<file path="config.mk">
export PLATFORM = sky130hd
export DESIGN_NAME = wb_write_queue
export DESIGN_NICKNAME = d
export VERILOG_FILES = /design/src/rtl/wb_write_queue.sv
export SDC_FILE = /design/constraint.sdc
export NUM_CORES = 1
export LEC_CHECK = 0
export CAP_MARGIN = 20
export CORE_MARGIN = 2
export CORE_UTILIZATION = 46
export CTS_BUF_LIST = sky130_fd_sc_hd__clkbuf_16
export DETAILED_ROUTE_END_ITERATION = 10
export MAX_ROUTING_LAYER = met4
export PLACE_DENSITY = 0.77
export SETUP_SLACK_MARGIN = 0.4
export SLEW_MARGIN = 20
export SYNTH_ARGS = -nofsm -noshare
export SYNTH_HDL_FRONTEND = slang
export SYNTH_SLANG_ARGS = --single-unit
</file>
<file path="constraint.sdc">
create_clock -name clk -period 2.6 [get_ports clk]
set_input_delay 0.52 -clock clk [delete_from_list [all_inputs] [get_ports clk]]
set_output_delay 0.52 -clock clk [all_outputs]
set_load 0.02 [all_outputs]
</file>
<file path="src/rtl/wb_write_queue.sv">
// wb_write_queue: in-order writeback queue feeding the register-file write port.
// Results from the load unit (higher priority) and the ALU are accepted one
// per cycle into a circular FIFO, then drained one per cycle into a registered
// write port (writeEnable/wRegNum/wDataIn). Writes to x0 are dropped at entry.
// Optional feature macro: WB_BYPASS_EN builds the combinational bypass search
// so decode read ports can see results that are still queued or in the output
// register. Without it the bypass outputs are tied to zero.
module wb_write_queue #(
    parameter int DEPTH = 4,
    parameter int XLEN  = 32
) (
    input  logic                     clk,
    input  logic                     reset,
    input  logic                     chip_en,
    input  logic                     flush,
    input  logic                     alu_valid,
    output logic                     alu_ready,
    input  logic [4:0]               alu_rd,
    input  logic [XLEN-1:0]          alu_data,
    input  logic                     ld_valid,
    output logic                     ld_ready,
    input  logic [4:0]               ld_rd,
    input  logic [XLEN-1:0]          ld_data,
    output logic                     writeEnable,
    output logic [4:0]               wRegNum,
    output logic [XLEN-1:0]          wDataIn,
    input  logic [4:0]               regNum0,
    input  logic [4:0]               regNum1,
    output logic                     byp0_hit,
    output logic [XLEN-1:0]          byp0_data,
    output logic                     byp1_hit,
    output logic [XLEN-1:0]          byp1_data,
    output logic [$clog2(DEPTH):0]   occupancy
);

    localparam int AW = $clog2(DEPTH);
    localparam logic [AW:0]   FULL_COUNT = (AW+1)'(DEPTH);
    localparam logic [AW-1:0] PTR_ONE    = AW'(1'b1);
    localparam logic [AW:0]   CNT_ONE    = (AW+1)'(1'b1);

    // Queue storage and bookkeeping
    logic [4:0]      rd_mem_r   [DEPTH];
    logic [XLEN-1:0] data_mem_r [DEPTH];
    logic [AW-1:0]   head_r;
    logic [AW-1:0]   tail_r;
    logic [AW:0]     occ_r;

    // Output (register-file write) stage
    logic            we_r;
    logic [4:0]      wreg_r;
    logic [XLEN-1:0] wdata_r;

    // Handshake / control decode
    logic            full_s;
    logic            empty_s;
    logic            accept_ready_s;
    logic            take_ld_s;
    logic            take_alu_s;
    logic            push_s;
    logic [4:0]      push_rd_s;
    logic [XLEN-1:0] push_data_s;
    logic            pop_s;

    // Readiness depends only on the registered count, never on a same-cycle pop.
    assign full_s         = (occ_r == FULL_COUNT);
    assign empty_s        = (occ_r == {(AW+1){1'b0}});
    assign accept_ready_s = chip_en & ~full_s & ~flush;
    assign ld_ready       = accept_ready_s;
    assign alu_ready      = accept_ready_s & ~ld_valid;
    assign take_ld_s      = ld_valid & accept_ready_s;
    assign take_alu_s     = alu_valid & accept_ready_s & ~ld_valid;
    assign pop_s          = chip_en & ~empty_s & ~flush;

    assign occupancy   = occ_r;
    assign writeEnable = we_r;
    assign wRegNum     = wreg_r;
    assign wDataIn     = wdata_r;

    // Select the accepted source; an x0 destination completes the handshake but enqueues nothing.
    always_comb begin
        push_s      = 1'b0;
        push_rd_s   = 5'd0;
        push_data_s = {XLEN{1'b0}};
        if (take_ld_s) begin
            push_s      = (ld_rd != 5'd0);
            push_rd_s   = ld_rd;
            push_data_s = ld_data;
        end else if (take_alu_s) begin
            push_s      = (alu_rd != 5'd0);
            push_rd_s   = alu_rd;
            push_data_s = alu_data;
        end else begin
            push_s      = 1'b0;
            push_rd_s   = 5'd0;
            push_data_s = {XLEN{1'b0}};
        end
    end

    // Queue entry storage: written at the tail on every non-x0 accept.
    always_ff @(posedge clk or negedge reset) begin
        if (!reset) begin
            for (int i = 0; i < DEPTH; i++) begin
                rd_mem_r[i]   <= 5'd0;
                data_mem_r[i] <= {XLEN{1'b0}};
            end
        end else if (push_s) begin
            rd_mem_r[tail_r]   <= push_rd_s;
            data_mem_r[tail_r] <= push_data_s;
        end
    end

    // Head/tail pointers and occupancy counter; flush empties the queue.
    always_ff @(posedge clk or negedge reset) begin
        if (!reset) begin
            head_r <= {AW{1'b0}};
            tail_r <= {AW{1'b0}};
            occ_r  <= {(AW+1){1'b0}};
        end else if (flush) begin
            head_r <= {AW{1'b0}};
            tail_r <= {AW{1'b0}};
            occ_r  <= {(AW+1){1'b0}};
        end else begin
            if (push_s) begin
                tail_r <= tail_r + PTR_ONE;
            end
            if (pop_s) begin
                head_r <= head_r + PTR_ONE;
            end
            case ({push_s, pop_s})
                2'b10:   occ_r <= occ_r + CNT_ONE;
                2'b01:   occ_r <= occ_r - CNT_ONE;
                default: occ_r <= occ_r;
            endcase
        end
    end

    // Output register: load the head on a pop, otherwise drop enable and hold address/data.
    always_ff @(posedge clk or negedge reset) begin
        if (!reset) begin
            we_r    <= 1'b0;
            wreg_r  <= 5'd0;
            wdata_r <= {XLEN{1'b0}};
        end else begin
            we_r <= pop_s;
            if (pop_s) begin
                wreg_r  <= rd_mem_r[head_r];
                wdata_r <= data_mem_r[head_r];
            end else begin
                wreg_r  <= wreg_r;
                wdata_r <= wdata_r;
            end
        end
    end

`ifdef WB_BYPASS_EN
    logic [XLEN:0] byp0_s;
    logic [XLEN:0] byp1_s;

    // Returns {hit, data}. Candidates are visited oldest first (output register,
    // then head..tail) so the youngest matching entry is the one left standing.
    function automatic logic [XLEN:0] byp_lookup(input logic [4:0] probe);
        logic            hit;
        logic [XLEN-1:0] data;
        logic [AW-1:0]   idx;
        hit  = 1'b0;
        data = {XLEN{1'b0}};
        idx  = head_r;
        if (probe != 5'd0) begin
            if (we_r && (wreg_r == probe)) begin
                hit  = 1'b1;
                data = wdata_r;
            end else begin
                hit  = 1'b0;
            end
            for (int i = 0; i < DEPTH; i++) begin
                idx = head_r + AW'(i);
                if (((AW+1)'(i) < occ_r) && (rd_mem_r[idx] == probe)) begin
                    hit  = 1'b1;
                    data = data_mem_r[idx];
                end else begin
                    hit  = hit;
                end
            end
        end else begin
            hit  = 1'b0;
            data = {XLEN{1'b0}};
        end
        return {hit, data};
    endfunction

    // Combinational bypass search for both read-port probes.
    always_comb begin
        byp0_s = byp_lookup(regNum0);
        byp1_s = byp_lookup(regNum1);
    end

    assign byp0_hit  = byp0_s[XLEN];
    assign byp0_data = byp0_s[XLEN-1:0];
    assign byp1_hit  = byp1_s[XLEN];
    assign byp1_data = byp1_s[XLEN-1:0];
`else
    // Bypass not built: decode must stall on pending writes.
    logic unused_probe_s;
    assign unused_probe_s = ^{regNum0, regNum1};
    assign byp0_hit  = 1'b0;
    assign byp0_data = {XLEN{1'b0}};
    assign byp1_hit  = 1'b0;
    assign byp1_data = {XLEN{1'b0}};
`endif

endmodule

</file>
# --- Yosys cells after proc, flatten, opt, wreduce, memory -nomap -nowiden ---
# Index checks and enable logic that the tools add are counted.
classes:
  n_addsub: 4
  n_lt_le_gt_ge: 3
  n_eq_ne: 3
  mux: 24
  bitwise_logic: 14
  reduce_logical: 7
ops:
  columns: ["cell", "count"]
  rows:
  - ["2-to-1 mux 32 bit", 5]
  - ["bitwise mux 128 bit", 1]
  - ["binary-select mux 32 bit (select 2 bit)", 1]
  - ["demux 32 bit (select 2 bit)", 1]
  - ["2-to-1 mux 5 bit", 5]
  - ["bitwise mux 20 bit", 1]
  - ["binary-select mux 5 bit (select 2 bit)", 1]
  - ["demux 5 bit (select 2 bit)", 1]
  - ["nonzero test 5 bit", 2]
  - ["bitwise AND 1 bit", 8]
  - ["2-to-1 mux 2 bit", 4]
  - ["greater-or-equal comparator 3 bit (second input constant)", 2]
  - ["inverter 2 -> 3 bit", 2]
  - ["case mux 3 bit (2 select lines)", 1]
  - ["adder 2 x 1 -> 2 bit (second input constant)", 2]
  - ["inverter 1 bit", 4]
  - ["nonzero test 2 bit", 2]
  - ["adder 3 x 1 -> 3 bit (second input constant)", 1]
  - ["equality test 3 bit (second input constant)", 1]
  - ["zero test 3 bit", 1]
  - ["< comparator 3 x 1 -> 1 bit (second input constant)", 1]
  - ["2-to-1 mux 3 bit", 1]
  - ["nonzero test 3 bit", 1]
  - ["subtractor 3 x 1 -> 3 bit (second input constant)", 1]
  - ["other kinds (4)", 5]
totals:
  ff_bits: 193
  input_bits: 90
  output_inout_bits: 109
  word_cells: 69

# --- Logic depth before layout (Yosys ltp) ---
logic_depth:
  ltp_word: 11
  depth_mapped: 10
  ltp_nobuf: 8

# --- Least setup slack after synthesis ---
# Ideal clock, no wire load.
synth_timing:
  path_type: "reg-to-reg"
  from: "register occ_r[0], in the netlist occupancy[0]"
  to: "register occ_r[2], in the netlist occupancy[2]"
  setup_time_ns: 0.080
  t_arrival_ns: 2.641
  required_time_ns: 2.520
  slack_ns: -0.121
  stages_incl_launch_ff: 9
  n_path_buf: 1
  period_less_slack_ns: 2.721
  cell_sequence: "dfrtp_1 o31ai_1 nor2_1 clkbuf_1 and2_1 fa_1 or3_1 mux2i_1 mux2i_1"
synth_between:
  word_cells_on_any_way: 20
  cone_classes: "2 x add/sub; 3 x eq/ne; 4 x mux; 9 x bitwise; 2 x reduce/logical"
synth_rtl:
  columns: ["item", "line", "text"]
  rows:
  - ["start, declared", "46", "logic [AW:0] occ_r;"]
  - ["start signal, assigned", "117", "occ_r <= {(AW+1){1'b0}};"]
  - ["start signal, assigned", "121", "occ_r <= {(AW+1){1'b0}};"]
  - ["start signal, assigned", "130", "2'b10: occ_r <= occ_r + CNT_ONE;"]
  - ["zero test 3 bit *", "66", "assign empty_s = (occ_r == {(AW+1){1'b0}});"]
  - ["inverter 1 bit *", "72", "assign pop_s = chip_en & ~empty_s & ~flush;"]
  - ["bitwise AND 1 bit * (2 in a row)", "72", null]
  - ["via pop_s", "62", "logic pop_s;"]
  - ["equality test 2 x 1 -> 1 bit or equality test 2 bit (tied branches)", "129", "case ({push_s, pop_s})"]
  - ["case mux 3 bit (2 select lines)", "129", null]
  - ["2-to-1 mux 3 bit", "118", "end else if (flush) begin"]
# The timed path passes the listed nets; every way through them passes the cells marked *.
# A chain may end at the register's enable or synchronous reset.

# --- Final worst setup path ---
layout_timing:
  from: "input port ld_rd[0]"
  to: "register occ_r[1], in the netlist occupancy[1]"
layout_between:
  elab_chain_cells: 5
  word_cells_on_any_way: 7
  cone_classes: "2 x eq/ne; 3 x mux; 2 x reduce/logical"
layout_rtl:
  columns: ["item", "line", "text"]
  rows:
  - ["start, declared", "22", "input logic [4:0] ld_rd,"]
  - ["nonzero test 5 bit *", "85", "push_s = (ld_rd != 5'd0);"]
  - ["2-to-1 mux 1 bit *", "84", "if (take_ld_s) begin"]
  - ["equality test 2 x 1 -> 1 bit or equality test 2 bit (tied branches)", "129", null]
  - ["case mux 3 bit (2 select lines)", "129", null]
  - ["2-to-1 mux 3 bit", "118", null]
  - ["end signal, assigned", "117", null]
  - ["end signal, assigned", "130", null]
  - ["end signal, assigned", "131", "2'b01: occ_r <= occ_r - CNT_ONE;"]
# Mark *: on every way between the ends. The rest lies on a longest branch, timed or not.

==> impl_results.md <==
- Via/cell ratio: 5.10
- Hold_buf cts: 0
- Crit path max-delay family: simple AND/OR/NAND/NOR gates
- Dominant cell type by area after synthesis: dfrtp_1
- Final setup violation count: 0
- DIE HEIGHT: 144 µm
- Root buf cell: clkbuf_16
- Largest net degree at the start of global routing: 76
- Slew margin rel.: 0.570
- Worst vdd ir: 0.432 mV
- CTS max path bufs: 2
- Setup TNS: 0 ns
- Post-synth ARST share: 1.00
- Syn Inst Count: 806
- # placed instances: 1178
- CP max stage cell: or4_4
- # diodes: 0
- Wire per inst: 16.2 µm
- Vias in the first global route: 6296
- Crit-path cells: dlygate4sd2_1 > or4_4 > o21a_4 > o21ai_4 > and2_4 > fa_2 > mux2_4
- # rows: 51
- CTS tree: yes
- Synth top cells by count: dfrtp_1 (193), nand2_1 (187), o21ai_0 (146), buf_4 (80)
- Fin. Hold Viols: 0
- Global-route wire length before repair: 31800 µm
- I/O Pins: 199
- Dpl hpwl: 12700 µm
- Routed Antenna Nets: 0
- Tmin final: 2.21 ns
- Worst EP arrival: 2.53 ns
- GRT overflow: 0
- Via count: 6197
- Worst Tran Pin Value: 0.645 ns
- Status: finished clean
- Post-Route WL: 19700 µm
- R2R Setup Slk: 0.47 ns
- Kind of end point of the critical path: register
- Total power: 8.82 mW
- HP Class: input pin to async pin
- Power Dens Cells: 788 nW/µm²
- Library cells used by synthesis: 31
- Clock slew at reported path FFs: 0.07 ns
- Worst Skew: 0.0119 ns
- Fmax: 453 MHz
- Post-Layout Cell Count: 1216
- Max capacitance violation total: 0
- # H-tree levels: 4
- Number of DRC markers in iteration 0: 354
- Synthesized flop and latch total: 193
- Sink Count: 193
- Synth Warn #: 0
- Worst-skew pair later-pin latency: 0.43 ns
- Routability cong.: 0.769
- Synth top area cells: dfrtp_1 (54%), mux4_2 (9.3%), o21ai_0 (8.1%), nand2_1 (7.8%), buf_4 (6.7%)
- Required time worst endpoint: 2.92 ns
- Residual DRC: 0
- Critical path launch point type: input pin
- Post-synth EDFFs: 0
- Die Wd: 144 µm
- Area Growth Syn to Fin: 24.5%
- Post-Syn Area: 8990 µm²
- Tcrit/Tclk final: 0.850
- Slowest stage delay, CP: 0.54 ns
- Leak: 4.98 nW
- Max Slew Vio Count: 0
- Setup CP Type: input pin to register
- Initial antenna violation count: 0
- RSZ-0062 raised after global routing: true
- Seq/Total Area, Yosys: 0.537
- Share of layout cells above drive strength 1: 0.185
- Drt pass-1 iters: 4
- Die ar.: 20700 µm²
- Top-area cell type share of the netlist area: 0.537
- CP max FO: 2
- Total Routing Usage GR: 0.204
- Final #Nets: 1035
- Syn_area_per_cell: 11.2 µm²
- # port buffers: 122
- CTS Buf Count: 17
- Initial Util: 0.465
- Crit path buffers/inverters: 1
- Top-count cell post-synth: dfrtp_1
- Core area: 19300 µm²
- Prevailing post-synth register cell: dfrtp_1
logic make-up (layout without fill, tap and decap cells):
kind of cell	after synthesis	count (layout)	synth area share
adders and majority gates	5	5	0.00779
AOI/OAI and AO/OA	195	195	0.130
muxes	79	79	0.145
DFF	193	193	0.537
other	1	66	0.000417
buffers and inverters	129	209	0.0901
xor gates and xnor gates	4	4	0.00473
and+or+nand+nor	200	200	0.0857
power breakdown:
part           internal (mW)  switching (mW)  total (mW)
combinational           1.40            1.32        2.72
clock                   1.27            1.06        2.33
sequential              3.46           0.300        3.76
total                   6.14            2.68        8.82
flip-flops by register name (all words and copies together), names as in the netlist:
name         flops
data_mem_r     128
wDataIn         32
rd_mem_r        20
wRegNum          5
occupancy        3
head_r           2
tail_r           2
writeEnable      1
what timing repair did:
item | in CTS | in global routing
endpoints found under the setup margin | 78 | 26
buffers inserted | 5 | 1
gates cloned | 0 | 2
pin swaps | 9 | 6
gates resized for setup | 29 | 3
cells in the final DEF (no fill, tap or decap), types with 3 or more instances in the layout:
| master | instances |
|---|---|
| conb_1 | 66 |
| clkinv_1 | 3 |
| ha_1 | 4 |
| buf_4 | 33 |
| nor2_1 | 5 |
| inv_1 | 8 |
| clkdlybuf4s50_1 | 110 |
| xnor2_1 | 3 |
| dfrtp_1 | 188 |
| buf_6 | 7 |
| mux4_2 | 37 |
| mux2_2 | 37 |
| clkbuf_16 | 19 |
| dfrtp_2 | 5 |
| mux2i_1 | 4 |
| o21ai_1 | 3 |
| nand2_1 | 187 |
| a22o_1 | 37 |
| o21ai_0 | 145 |
| dlygate4sd2_1 | 8 |
| buf_12 | 12 |
path summary, 6_finish.rpt:
check                                      startpoint                          to  cells after the start
max                                          ld_rd[0]    occupancy[1]$_DFFE_PN0P_                      7
min                                             reset  data_mem_r[36]$_DFFE_PN0P_                      1
max reg2reg                  occupancy[2]$_DFFE_PN0P_    occupancy[2]$_DFFE_PN0P_                      8
min reg2reg                data_mem_r[11]$_DFFE_PN0P_  data_mem_r[11]$_DFFE_PN0P_                      2
max in group asynchronous                       reset  data_mem_r[13]$_DFFE_PN0P_                      2
min in group clk           data_mem_r[11]$_DFFE_PN0P_  data_mem_r[11]$_DFFE_PN0P_                      2
worst reg2reg max path: cells and delay by family (launching register included):
family,cells,cell delay [ns]
multiplexers,2,0.37
adder cells (fa/ha/maj),1,0.32
AND/OR/NAND/NOR,3,0.49
AO/OA/AOI/OAI,1,0.29
buffers and inverters,1,0.14
flip-flops,1,0.45
routing by layer:
metal / wire, µm / up-vias / global-route usage / share of wire
met5: 0 / - / - / 0
met4: 360 / 0 / 0.0660 / 0.018
met3: 785 / 29 / 0.0333 / 0.040
met2: 9690 / 156 / 0.330 / 0.49
met1: 8820 / 3082 / 0.265 / 0.45
li1: - / 2930 / - / -
per-stage QoR:
step | utilization | worst slack [ns] | hold WS (ns) | area (µm²)
after global routing | 0.579 | 0.342 | 0.0734 | 11200
final | 0.579 | 0.391 | 0.0352 | 11200
after floorplan | - | 0.130 | 0.224 | 9290
after global placement | 0.545 | -0.200 | 0.456 | 10500
after detailed placement | 0.545 | -0.216 | 0.465 | 10500
after CTS | 0.576 | 0.379 | 0.0567 | 11100
area by class of cell:
type | instances | area [µm²]
clock buffers | 17 | 425
clock inverters | 13 | 85.1
fillers | 1627 | 8140
inverters | 5 | 18.8
multi-input cells | 549 | 3690
flip-flops and latches | 193 | 4840
well taps | 265 | 332
repair buffers | 174 | 1810
Power figures use the tool's default switching activity.
